==> src/rtl/mips_pkg.sv <==
// Shared types and constants for the mips data-bus peripherals.
package mips_pkg;

  typedef enum logic [1:0] {
    IDLE = 2'd0,
    LOAD = 2'd1,
    CNT  = 2'd2,
    INT  = 2'd3
  } timer_state_t;

  localparam logic [1:0] TIMER_CTRL   = 2'd0;
  localparam logic [1:0] TIMER_PRESET = 2'd1;
  localparam logic [1:0] TIMER_COUNT  = 2'd2;

  localparam int CTRL_EN      = 0;
  localparam int CTRL_MODE_LO = 1;
  localparam int CTRL_IM      = 3;

  localparam logic [1:0] MODE_ONESHOT = 2'b00;
  localparam logic [1:0] MODE_RELOAD  = 2'b01;

  // Replace only the byte lanes whose enable bit is set.
  function automatic logic [31:0] byte_merge(input logic [31:0] old_val,
                                             input logic [31:0] new_val,
                                             input logic [3:0]  byteen);
    logic [31:0] res;
    res = old_val;
    for (int i = 0; i < 4; i++) begin
      if (byteen[i]) res[8*i +: 8] = new_val[8*i +: 8];
    end
    return res;
  endfunction

endpackage

==> src/rtl/timer_dev.sv <==
// Memory-mapped countdown timer on the core data bus.
//
// state | meaning
// IDLE  | stopped, waiting for CTRL.EN
// LOAD  | copy PRESET into COUNT, clear irq_flag
// CNT   | count down while EN stays set
// INT   | count expired; reload or stop depending on MODE
module timer_dev
  import mips_pkg::*;
#(
  parameter logic [31:0] BASE_ADDR = 32'h0000_7F00,
  parameter int          WIDTH     = 32
) (
  input  logic             clk,
  input  logic             reset,
  input  logic [31:0]      addr,
  input  logic [31:0]      wdata,
  input  logic [3:0]       byteen,
  output logic [31:0]      rdata,
  output logic             hit,
  output logic             irq
);

  timer_state_t     state, state_nxt;
  logic [3:0]       ctrl;
  logic [WIDTH-1:0] preset;
  logic [WIDTH-1:0] count;
  logic             irq_flag;

  logic [1:0]  offset;
  logic        wr_en;
  logic        ctrl_wr;
  logic        preset_wr;
  logic        en;
  logic [1:0]  mode;
  logic        expire;
  logic [31:0] ctrl_merged;

  assign offset      = addr[3:2];
  assign en          = ctrl[CTRL_EN];
  assign mode        = ctrl[CTRL_MODE_LO +: 2];
  assign wr_en       = hit && (byteen != 4'b0000);
  assign ctrl_wr     = wr_en && (offset == TIMER_CTRL);
  assign preset_wr   = wr_en && (offset == TIMER_PRESET);
  assign expire      = (state == CNT) && en && (count <= WIDTH'(1));
  assign ctrl_merged = byte_merge({28'd0, ctrl}, wdata, byteen);

  // State register.
  always_ff @(posedge clk or negedge reset) begin
    if (!reset) state <= IDLE;
    else        state <= state_nxt;
  end

  // Next-state decode; only MODE=01 reloads, every other mode is one-shot.
  always_comb begin
    state_nxt = state;
    unique case (state)
      IDLE: if (en) state_nxt = LOAD;
      LOAD: state_nxt = CNT;
      CNT: begin
        if (!en)        state_nxt = IDLE;
        else if (expire) state_nxt = INT;
      end
      INT:  state_nxt = (mode == MODE_RELOAD) ? LOAD : IDLE;
      default: state_nxt = IDLE;
    endcase
  end

  // Bus outputs and interrupt.
  always_comb begin
    hit   = (addr[31:4] == BASE_ADDR[31:4]) && (offset != 2'b11);
    rdata = 32'd0;
    if (hit) begin
      unique case (offset)
        TIMER_CTRL:   rdata = {28'd0, ctrl};
        TIMER_PRESET: rdata = 32'(preset);
        TIMER_COUNT:  rdata = 32'(count);
        default:      rdata = 32'd0;
      endcase
    end
    irq = irq_flag && ctrl[CTRL_IM];
  end

  // Registers; a software EN write in the INT cycle overrides the hardware clear,
  // and an expiry in the same cycle as a CTRL write still raises the flag.
  always_ff @(posedge clk or negedge reset) begin
    if (!reset) begin
      ctrl     <= 4'd0;
      preset   <= '0;
      count    <= '0;
      irq_flag <= 1'b0;
    end else begin
      if (ctrl_wr) begin
        ctrl <= ctrl_merged[3:0];
      end else if ((state == INT) && (mode != MODE_RELOAD)) begin
        ctrl[CTRL_EN] <= 1'b0;
      end

      if (preset_wr) preset <= WIDTH'(byte_merge(32'(preset), wdata, byteen));

      if (state == LOAD) begin
        count <= preset;
      end else if ((state == CNT) && en) begin
        count <= (count > WIDTH'(1)) ? count - WIDTH'(1) : '0;
      end

      if (expire) begin
        irq_flag <= 1'b1;
      end else if (ctrl_wr || (state == LOAD) || ((state == INT) && (mode == MODE_RELOAD))) begin
        irq_flag <= 1'b0;
      end
    end
  end

endmodule
==> config.mk <==
export PLATFORM = sky130hd
export DESIGN_NAME = timer_dev
export DESIGN_NICKNAME = d
export VERILOG_FILES = /design/src/rtl/mips_pkg.sv /design/src/rtl/timer_dev.sv
export SDC_FILE = /design/constraint.sdc
export NUM_CORES = 1
export LEC_CHECK = 0
export ABC_AREA = 1
export BUFFER_PORTS_ARGS = -buffer_cell sky130_fd_sc_hd__buf_4
export CAP_MARGIN = 20
export CORE_UTILIZATION = 34
export DETAILED_ROUTE_END_ITERATION = 7
export GPL_TIMING_DRIVEN = 0
export SLEW_MARGIN = 20
export SYNTH_ARGS = -nofsm -noshare
export SYNTH_HDL_FRONTEND = slang
export SYNTH_SLANG_ARGS = --single-unit
==> constraint.sdc <==
create_clock -name clk -period 2.98 [get_ports clk]
set_input_delay 0.596 -clock clk [delete_from_list [all_inputs] [get_ports clk]]
set_output_delay 0.596 -clock clk [all_outputs]
set_load 0.1 [all_outputs]
==> results of run 1 <==
stage by stage:
step	hold WS [ns]	util (%)	instance area [um^2]	worst slack (ns)
floorplan	0.300	-	4820	-0.383
global placement	0.483	42.0	5800	0.143
detailed placement	0.494	42.0	5800	0.123
CTS	0.448	43.9	6070	0.118
global route	0.492	43.9	6070	0.0170
finish	0.391	43.9	6070	0.188
cell families after synthesis:
family          after synthesis  share of synthesized area (%)
xor+xnor                     18                           3.29
buf+inv                     102                           9.11
fa+ha+maj                     2                          0.522
compound gates              114                           15.7
simple gates                373                           34.3
flops                        71                           37.1
placed cells by master (no fill, tap or decap), types with 3 or more instances in the layout:
cell       count
a21oi_1       43
a22oi_1       15
a31oi_2        3
buf_1          3
buf_4        104
buf_6          5
clkbuf_1      13
clkbuf_16      9
dfrtp_1       71
inv_1         73
inv_2          4
nand2_1      205
nand2_2        3
nand3_1       38
nand4_1        8
nand4_4        3
nor2_1        88
nor2_2        11
nor2_4         5
o21ai_0        7
o21ai_1        5
o21ai_2       32
xnor2_1        4
xor2_1        14
area by class of cell:
class | count | area (um^2) | share of cell area, %
multi-input combinational | 507 | 2600 | 42.9
sequential | 71 | 1780 | 29.3
timing repair buffer | 101 | 758 | 12.5
inverter | 78 | 295 | 4.87
clock buffer | 13 | 260 | 4.29
tap | 180 | 225 | 3.71
buffer | 24 | 141 | 2.33
clock inverter | 1 | 5.00 | 0.0825
routing by layer:
| metal | vias to the layer above | wire length (um) | global-route usage (%) |
|---|---|---|---|
| met4 | 0 | 158 | 6.17 |
| met1 | 2080 | 6450 | 26.9 |
| met5 | - | 0 | 0 |
| met2 | 112 | 6110 | 31.3 |
| met3 | 11 | 679 | 4.15 |
| li1 | 2392 | - | - |
sequential cells by signal (all words and copies together), names as in the netlist:
name,count
count,32
preset,32
ctrl,4
state,2
irq_flag,1
worst max-delay path, stage by stage:
cell     delay, ns
buf_4         0.11
inv_1         0.04
nand2_1       0.04
nor2_1        0.10
nand2_1       0.08
nor2_2        0.14
nand2_2       0.17
buf_1         0.30
a21oi_1       0.28
buf_4         0.34
where the power goes:
| group | internal (W) | switching (W) | total, W |
|---|---|---|---|
| Combinational | 0.0000694 | 0.0000797 | 0.000149 |
| Sequential | 0.000965 | 0.000000000298 | 0.000965 |
| Clock | 0.000598 | 0.000393 | 0.000991 |
| Total | 0.00163 | 0.000472 | 0.00210 |
Yosys cell counts, types with 2 or more instances:
cell type / number
o21bai_1: 2
a31oi_1: 4
nor2_4: 5
buf_2: 2
inv_1: 73
buf_4: 3
a21oi_1: 45
o21ai_2: 32
buf_1: 3
o21ai_0: 7
or2_2: 2
nand4_1: 8
o21ai_1: 5
and2_1: 2
nand4_4: 3
dfrtp_1: 71
clkbuf_1: 11
inv_2: 4
nor2_1: 88
xor2_1: 14
xnor2_1: 4
buf_6: 5
nand2_1: 205
nand3_1: 38
nor2_2: 11
a22oi_1: 15
nand2_2: 3
ha_1: 2
worst paths after layout:
check / end / slack (ns)
max in group asynchronous: preset[21] / 1.98
hold / removal: preset[0] / 0.39
hold reg to reg: count[12] / 0.50
min in group clk: preset[7] / 0.50
setup / recovery: rdata[31] / 0.19
setup reg to reg: count[8] / 1.15
==> impl_metrics.json, run 1 <==
{
  "worstSetupEndpointType": "primary output",
  "hp-class": "in2async",
  "post-route-period-util_pct": 93.7,
  "filler_cell_count": 1442,
  "place_inst": 961,
  "route.vias.total": 4595,
  "netlist_instances": 680,
  "port_buffers": 101,
  "cts.reportedPaths.clkPinSlew_ns": 0.06,
  "report.power.total_w": 0.00210,
  "tns_ns": 0,
  "finalNonFillerCells": 975,
  "synthesis.nets": 752,
  "boundaryPins": 104,
  "drtIter0Drc": 318,
  "worst_r2r_startpoint": "count[0]",
  "initial_utilization_pct": 34.6,
  "worstSetupPathType": "in2out",
  "globalRoute.totalOverflow": 0,
  "worst_slew_margin_rel_pct": 37.8,
  "critical_path.startpoint_type": "input port",
  "netlist-cell-type-count": 41,
  "tritoncts": "done",
  "setup_violations": 0,
  "synth_top_cell_by_area": "dfrtp_1",
  "insertion_delay_ns": 0.34,
  "antenna_found_initial": 0,
  "max-vdd-ir-drop_mv": 0.211,
  "cts_hold_repair.buffers": 0,
  "clock_path_buffers": 2,
  "start_point_of_the_critical_path": "addr[16]",
  "drive_gt1_share_pct": 24.3,
  "finClkSkew_ns": 0.00575,
  "grt_max_degree": 72,
  "seq_area_frac_synth_pct": 37.1,
  "async_flop_share_pct": 100,
  "post_cts_setup_bufs": 0,
  "cts_root_buffer": "clkbuf_16",
  "highest_clock_frequency_the_design_can_meet_mhz": 358,
  "ys.flop_type": "dfrtp_1",
  "die_w_um": 121,
  "run_status": "completed",
  "global_route.usage.total_pct": 19.8,
  "design.final.nets": 864,
  "antenna_violating_nets_post_route": 0,
  "synth-edff-count": 0,
  "remaining_drc_errors": 0,
  "cts_htree_levels": 3,
  "chipHeight_um": 121,
  "sink_count_of_the_clock_tree": 71,
  "cts_inserted_buffers": 9,
  "critPathMaxFanout": 10,
  "critical_path_required_ns": 2.38,
  "netlist_area_um2": 4790,
  "post-synth-top-area-fraction_pct": 37.1,
  "finalCriticalPeriod_ns": 2.79,
  "synth_seq_cells": 71,
  "cell_row_count": 43,
  "hpwlAfterDp_um": 10100,
  "drtPass1Iterations": 5,
  "syn_area_per_cell_um2": 7.05,
  "timing.critical_path.arrival_ns": 2.20,
  "report.final.hold_viol_count": 0,
  "core-area_um2": 13800,
  "postCtsResizedCells": 0,
  "avgRoutedWirePerCell_um": 13.7,
  "die_area_um2": 14600,
  "antenna-diode-count": 0,
  "power_leakage_nw": 3.02,
  "grt_pass1_vias": 4472,
  "rsz0062_at_grt": "no",
  "route.detailed.vias_per_inst": 4.71,
  "first_pass_grt_wire_length_um": 22500,
  "finalWirelength_um": 13400,
  "power_density_nw_per_um2": 347,
  "maxCapViolations": 0,
  "synthTopCellsByArea": "dfrtp_1 (37%), nand2_1 (16%), nor2_1 (6.9%)",
  "max_slew_violation_total_from_the_final_report": 0,
  "globalplace.congestion": 0.885,
  "synthesis.yosys.warnings": 0,
  "worstRegToRegCells": 11,
  "worst_slew_pin_slew_ns": 0.933,
  "areaGrowthSynthToFinish_pct": 26.6
}
Power figures use the tool's default switching activity.
==> run 2, diff against run 1 <==
- RECOVER_POWER: unset -> 50
==> impl_metrics.json, run 2 (synthesis gave the netlist of run 1 again) <==
{
  "run_status": "complete, but fails checks",
  "violations_in_the_final_reports": "max-capacitance violations, max-slew violations",
  "die_w_um": 121,
  "hp-class": "in2reg",
  "finalNonFillerCells": 975,
  "core-area_um2": 13800,
  "maxCapViolations": 1,
  "first_pass_grt_wire_length_um": 22500,
  "design.final.nets": 864,
  "critical_path_required_ns": 2.38,
  "post_cts_setup_bufs": 0,
  "reg.largest.list": "count: 32 flops, preset: 32 flops, ctrl: 4 flops",
  "grt_max_degree": 72,
  "postCtsResizedCells": 0,
  "drtPass1Iterations": 5,
  "worst_slew_pin_slew_ns": 1.82,
  "most_frequent_standard_cell_in_the_layout_excluding_fill_and_tap_cells": "nand2_1",
  "final_critical_path_setup_slack_ns": 0.163,
  "power_leakage_nw": 2.96,
  "power.switching_w": 0.000471,
  "avgRoutedWirePerCell_um": 13.8,
  "cts_inserted_buffers": 9,
  "worstSetupPathType": "in2out",
  "layout.cells.most_common_list": "nand2_1 (205), buf_4 (100), nor2_1 (89), inv_1 (73), dfrtp_1 (71)",
  "cts_htree_levels": 3,
  "drtIter0Drc": 282,
  "die_area_um2": 14600,
  "timing.critical_path.arrival_ns": 2.22,
  "route.vias.total": 4617,
  "grt_pass1_vias": 4472,
  "clock_path_buffers": 2,
  "tns_ns": 0,
  "initial_utilization_pct": 34.6,
  "highest_clock_frequency_the_design_can_meet_mhz": 355,
  "chipHeight_um": 121,
  "combPwrFrac_pct": 6.9,
  "critical_path.startpoint_type": "input port",
  "route.detailed.vias_per_inst": 4.74,
  "antenna_found_initial": 0,
  "globalRoute.totalOverflow": 0,
  "global_route.usage.total_pct": 19.8,
  "drive_gt1_share_pct": 22.4,
  "worst_hold_startpoint": "wdata[7]",
  "report.final.hold_viol_count": 0,
  "cts_hold_repair.buffers": 0,
  "insertion_delay_ns": 0.34,
  "cts.reportedPaths.clkPinSlew_ns": 0.05,
  "setup_violations": 0,
  "sink_count_of_the_clock_tree": 71,
  "finalCriticalPeriod_ns": 2.82,
  "cell_row_count": 43,
  "netSwitchingFraction_pct": 22.4,
  "tritoncts": "done",
  "rsz0062_at_grt": "no",
  "globalplace.congestion": 0.885,
  "hpwlAfterDp_um": 10100,
  "antenna-diode-count": 0,
  "worst_slew_margin_rel_pct": -21.6,
  "worst_r2r_startpoint": "count[0]",
  "remaining_drc_errors": 0,
  "placement.setup.worst_slack_ns": 0.123,
  "power_density_nw_per_um2": 352,
  "critPathMaxFanout": 10,
  "share_clk_of_total_power_pct": 47.2,
  "finalWirelength_um": 13400,
  "antenna_violating_nets_post_route": 0,
  "worstSetupEndpointType": "primary output",
  "max_slew_violation_total_from_the_final_report": 72,
  "sequentialPowerShare_pct": 45.9,
  "max-vdd-ir-drop_mv": 0.212,
  "post-route-period-util_pct": 94.5,
  "start_point_of_the_critical_path": "addr[3]",
  "boundaryPins": 104,
  "layout.cell_area.non_filler_um2": 5970,
  "areaGrowthSynthToFinish_pct": 24.6,
  "place_inst": 961,
  "placed_area_um2": 5800,
  "port_buffers": 101,
  "finClkSkew_ns": 0.00547,
  "finish.utilization_pct": 43.2,
  "intPower_w": 0.00163,
  "cts_root_buffer": "clkbuf_16"
}
[run 2: changes by cell type in the layout (fill, tap and decap cells not counted)]
cell        before  now
buf_6            5    3
o21ai_0          7   13
clkinvlp_2       0    1
nand4_2          1    0
nor2_4           5    4
inv_4            1    0
o21ai_2         32   26
nand4_4          3    1
buf_4          104  100
clkbuf_2         0    1
nor2_1          88   89
nand4_1          8   11
clkbuf_1        13   18
[run 2: per-layer routing]
layer  track usage (%)  vias to the layer above  share of wire [%]  routed length, um
met2              31.3                      114                 45               6100
met5                 0                        -                  0                  0
met3              4.15                       12                5.2                701
met4              6.17                        0                1.2                160
met1              26.9                     2099                 48               6470
li1                  -                     2392                  -                  -
[run 2: worst paths after layout]
check	end	slack [ns]	cells after the start
setup / recovery	rdata[31]	0.16	7
setup reg to reg	count[8]	1.00	11
min in group asynchronous	preset[0]	0.74	1
max in group asynchronous	preset[21]	1.16	1
hold / removal	preset[7]	0.50	3
hold reg to reg	count[12]	0.50	2
[run 2: metrics by stage]
stage	hold slack (ns)	total power, W
3_5_place_dp	0.494	0.00113
3_3_place_gp	0.483	0.00113
4_1_cts	0.448	0.00214
2_1_floorplan	0.300	0.00103
6_report	0.502	0.00210
5_1_grt	0.501	0.00220
[run 2: worst max-delay path, stage by stage]
cell and delay [ns]:
buf_4 0.11, inv_1 0.04, nor2_1 0.36, clkbuf_1 0.44, nand2_1 0.09, a21oi_1 0.24, buf_4 0.34
[run 2: power groups by stage]
| stage | clock network [W] | logic [W] | registers, W |
|---|---|---|---|
| detailed placement | 0 | 0.000153 | 0.000982 |
| global route | 0.00107 | 0.000163 | 0.000964 |
| finish | 0.000992 | 0.000145 | 0.000965 |
| floorplan | 0 | 0.0000448 | 0.000982 |
| global placement | 0 | 0.000152 | 0.000982 |
| CTS | 0.00102 | 0.000153 | 0.000964 |
[run 2: area by class of cell]
cell class | instances | area [um^2]
buffer | 24 | 123
clock buffer | 13 | 260
clock inverter | 1 | 5.00
fill | 1466 | 7860
inverter | 78 | 294
multi-input combinational | 507 | 2540
sequential | 71 | 1780
tap | 180 | 225
timing repair buffer | 101 | 748
==> run 3, diff against run 2 <==
- ABC_AREA: 1 -> unset
==> impl_metrics.json, run 3 <==
{
  "synthesis.nets": 500,
  "core-area_um2": 11600,
  "cts.reportedPaths.clkPinSlew_ns": 0.06,
  "worst_hold_startpoint": "wdata[20]",
  "drtIter0Drc": 301,
  "finalCriticalPeriod_ns": 2.91,
  "ys.flop_type": "dfrtp_1",
  "chipHeight_um": 112,
  "grt_max_degree": 72,
  "route.vias.total": 3905,
  "post-route-period-util_pct": 97.7,
  "port_buffers": 100,
  "violations_in_the_final_reports": "design-rule violations, max-capacitance violations, max-slew violations",
  "async_flop_share_pct": 100,
  "syn_area_per_cell_um2": 9.60,
  "antenna_found_initial": 0,
  "first_pass_grt_wire_length_um": 20200,
  "netlist-cell-type-count": 58,
  "synth-edff-count": 0,
  "synthesis.yosys.warnings": 0,
  "finClkSkew_ns": 0.00591,
  "layout.cell_area.non_filler_um2": 5710,
  "maxCapViolations": 1,
  "most_frequent_standard_cell_in_the_layout_excluding_fill_and_tap_cells": "buf_4",
  "max_slew_violation_total_from_the_final_report": 72,
  "rsz0062_at_grt": "yes",
  "worstSetupEndpointType": "primary output",
  "critPathMaxFanout": 10,
  "die_area_um2": 12500,
  "filler_cell_count": 1103,
  "drive_gt1_share_pct": 37.5,
  "remaining_drc_errors": 8,
  "hp-class": "in2reg",
  "synthTopCellsByArea": "dfrtp_1 (43%), mux2_2 (9.6%), a22oi_1 (5.8%)",
  "insertion_delay_ns": 0.34,
  "timing.critical_path.arrival_ns": 2.32,
  "finalWirelength_um": 12700,
  "seq_area_frac_synth_pct": 43.3,
  "clock_path_buffers": 2,
  "globalplace.congestion": 0.853,
  "finalNonFillerCells": 687,
  "synth_seq_cells": 71,
  "grt_pass1_vias": 3852,
  "worst_slew_pin_slew_ns": 1.87,
  "boundaryPins": 104,
  "drtPass1Iterations": 7,
  "areaGrowthSynthToFinish_pct": 39.0,
  "die_w_um": 112,
  "sink_count_of_the_clock_tree": 71,
  "critical_path_required_ns": 2.38,
  "layout.cells.most_common_list": "buf_4 (72), dfrtp_1 (71), mux2_2 (35), nand2_1 (33), a22oi_1 (32)",
  "cts_root_buffer": "clkbuf_16",
  "max-vdd-ir-drop_mv": 0.260,
  "antenna-diode-count": 0,
  "placement.setup.worst_slack_ns": -0.502,
  "avgRoutedWirePerCell_um": 18.5,
  "post-synth-top-area-fraction_pct": 43.3,
  "synth_top_cell_by_area": "dfrtp_1",
  "report.final.hold_viol_count": 0,
  "global_route.usage.total_pct": 20.8,
  "start_point_of_the_critical_path": "addr[5]",
  "place_inst": 671,
  "final_critical_path_setup_slack_ns": 0.0676,
  "synth_common_cells": "dfrtp_1 (71), nor2_1 (53), mux2_2 (35), nand2_1 (33), a22oi_1 (32)",
  "critical_path.startpoint_type": "input port",
  "design.final.nets": 611,
  "crit_chain": "buf_4 -> nor4_2 -> nand4_1 -> a2111o_2 -> clkbuf_8 -> nor2_2 -> buf_12",
  "highest_clock_frequency_the_design_can_meet_mhz": 343,
  "cell_row_count": 39,
  "worst_path_max_delay_cell": "a2111o_2",
  "finalHoldWorstSlack_ns": 0.484,
  "netlist_area_um2": 4110,
  "tns_ns": 0,
  "run_status": "complete, but fails checks",
  "netlist_instances": 428,
  "leading_cell_type_by_number_of_instances_after_synthesis": "dfrtp_1",
  "worstSetupPathType": "in2out",
  "power_density_nw_per_um2": 386,
  "worst_r2r_startpoint": "count[6]",
  "worst_slew_margin_rel_pct": -24.4,
  "setup_violations": 0,
  "power_leakage_nw": 2.56,
  "cts_hold_repair.buffers": 0,
  "hpwlAfterDp_um": 8900,
  "cp_slowest_stage_delay_ns": 0.59,
  "antenna_violating_nets_post_route": 0,
  "cts_inserted_buffers": 9,
  "cts_htree_levels": 3,
  "initial_utilization_pct": 35.4,
  "placed_area_um2": 5190,
  "tritoncts": "done",
  "reg.largest.list": "count: 32 flops, preset: 32 flops, ctrl: 4 flops",
  "globalRoute.totalOverflow": 0,
  "route.detailed.vias_per_inst": 5.68
}
## run 3: worst paths after layout
kind | end | slack (ns) | cells after the start
worst max-delay path | rdata[7] | 0.07 | 7
worst min-delay path | preset[20] | 0.48 | 2
worst max register to register | count[24] | 0.15 | 6
worst min register to register | count[16] | 0.51 | 2
max in group asynchronous | preset[0] | 1.11 | 1
min in group asynchronous | count[5] | 0.75 | 1
## run 3: logic make-up (layout without fill, tap and decap cells)
group | count (synthesis) | after routing | synth area share, %
flip-flops | 71 | 71 | 43.3
AO/OA/AOI/OAI | 99 | 99 | 17.4
buffers and inverters | 35 | 151 | 3.50
XOR/XNOR | 11 | 11 | 2.35
adder cells (fa/ha/maj) | 2 | 2 | 0.609
multiplexers | 39 | 39 | 10.6
AND/OR/NAND/NOR | 171 | 171 | 22.4
## run 3: repair_timing
item                       in CTS  in global routing
setup endpoints to repair      31                 36
setup buffers                   1                  0
pin swaps                       1                  1
cloned                          0                  0
hold endpoints to repair        0                  0
gates resized for setup        34                 32
## run 3: cell type report
cell class | instances | area (um^2) | area share, %
Multi-Input combinational cell | 322 | 2350 | 41.2
Sequential cell | 71 | 1780 | 31.1
Timing Repair Buffer | 101 | 911 | 16.0
Clock buffer | 13 | 270 | 4.73
Tap cell | 143 | 179 | 3.13
Buffer | 29 | 160 | 2.81
Clock inverter | 3 | 40.0 | 0.701
Inverter | 5 | 18.8 | 0.329
## run 3: power breakdown
group | internal [W] | total, W | switching (W)
clock | 0.000714 | 0.00112 | 0.000410
combinational | 0.0000614 | 0.000117 | 0.0000557
sequential | 0.000965 | 0.000965 | 0.000000000591
total | 0.00174 | 0.00221 | 0.000466
## run 3: per-stage QoR
stage / total power [W] / utilization [%]
2_1_floorplan: 0.00100 / -
3_3_place_gp: 0.00110 / 44.7
3_5_place_dp: 0.00110 / 44.7
4_1_cts: 0.00223 / 48.3
5_1_grt: 0.00228 / 49.2
6_report: 0.00221 / 49.2
## run 3: metal layers
layer | vias to the layer above | share of wire [%] | routed length (um) | GRT usage [%]
li1 | 1842 | - | - | -
met1 | 1901 | 45 | 5680 | 27.9
met2 | 148 | 48 | 6110 | 34.0
met3 | 14 | 6.0 | 762 | 4.14
met4 | 0 | 1.2 | 157 | 6.22
met5 | - | 0 | 0 | 0
## run 3: worst max-delay path, delay by kind of cell
kind / cells / cell delay [ns]
compound gates: 1 / 0.59
buf+inv: 3 / 0.55
simple gates: 3 / 0.57
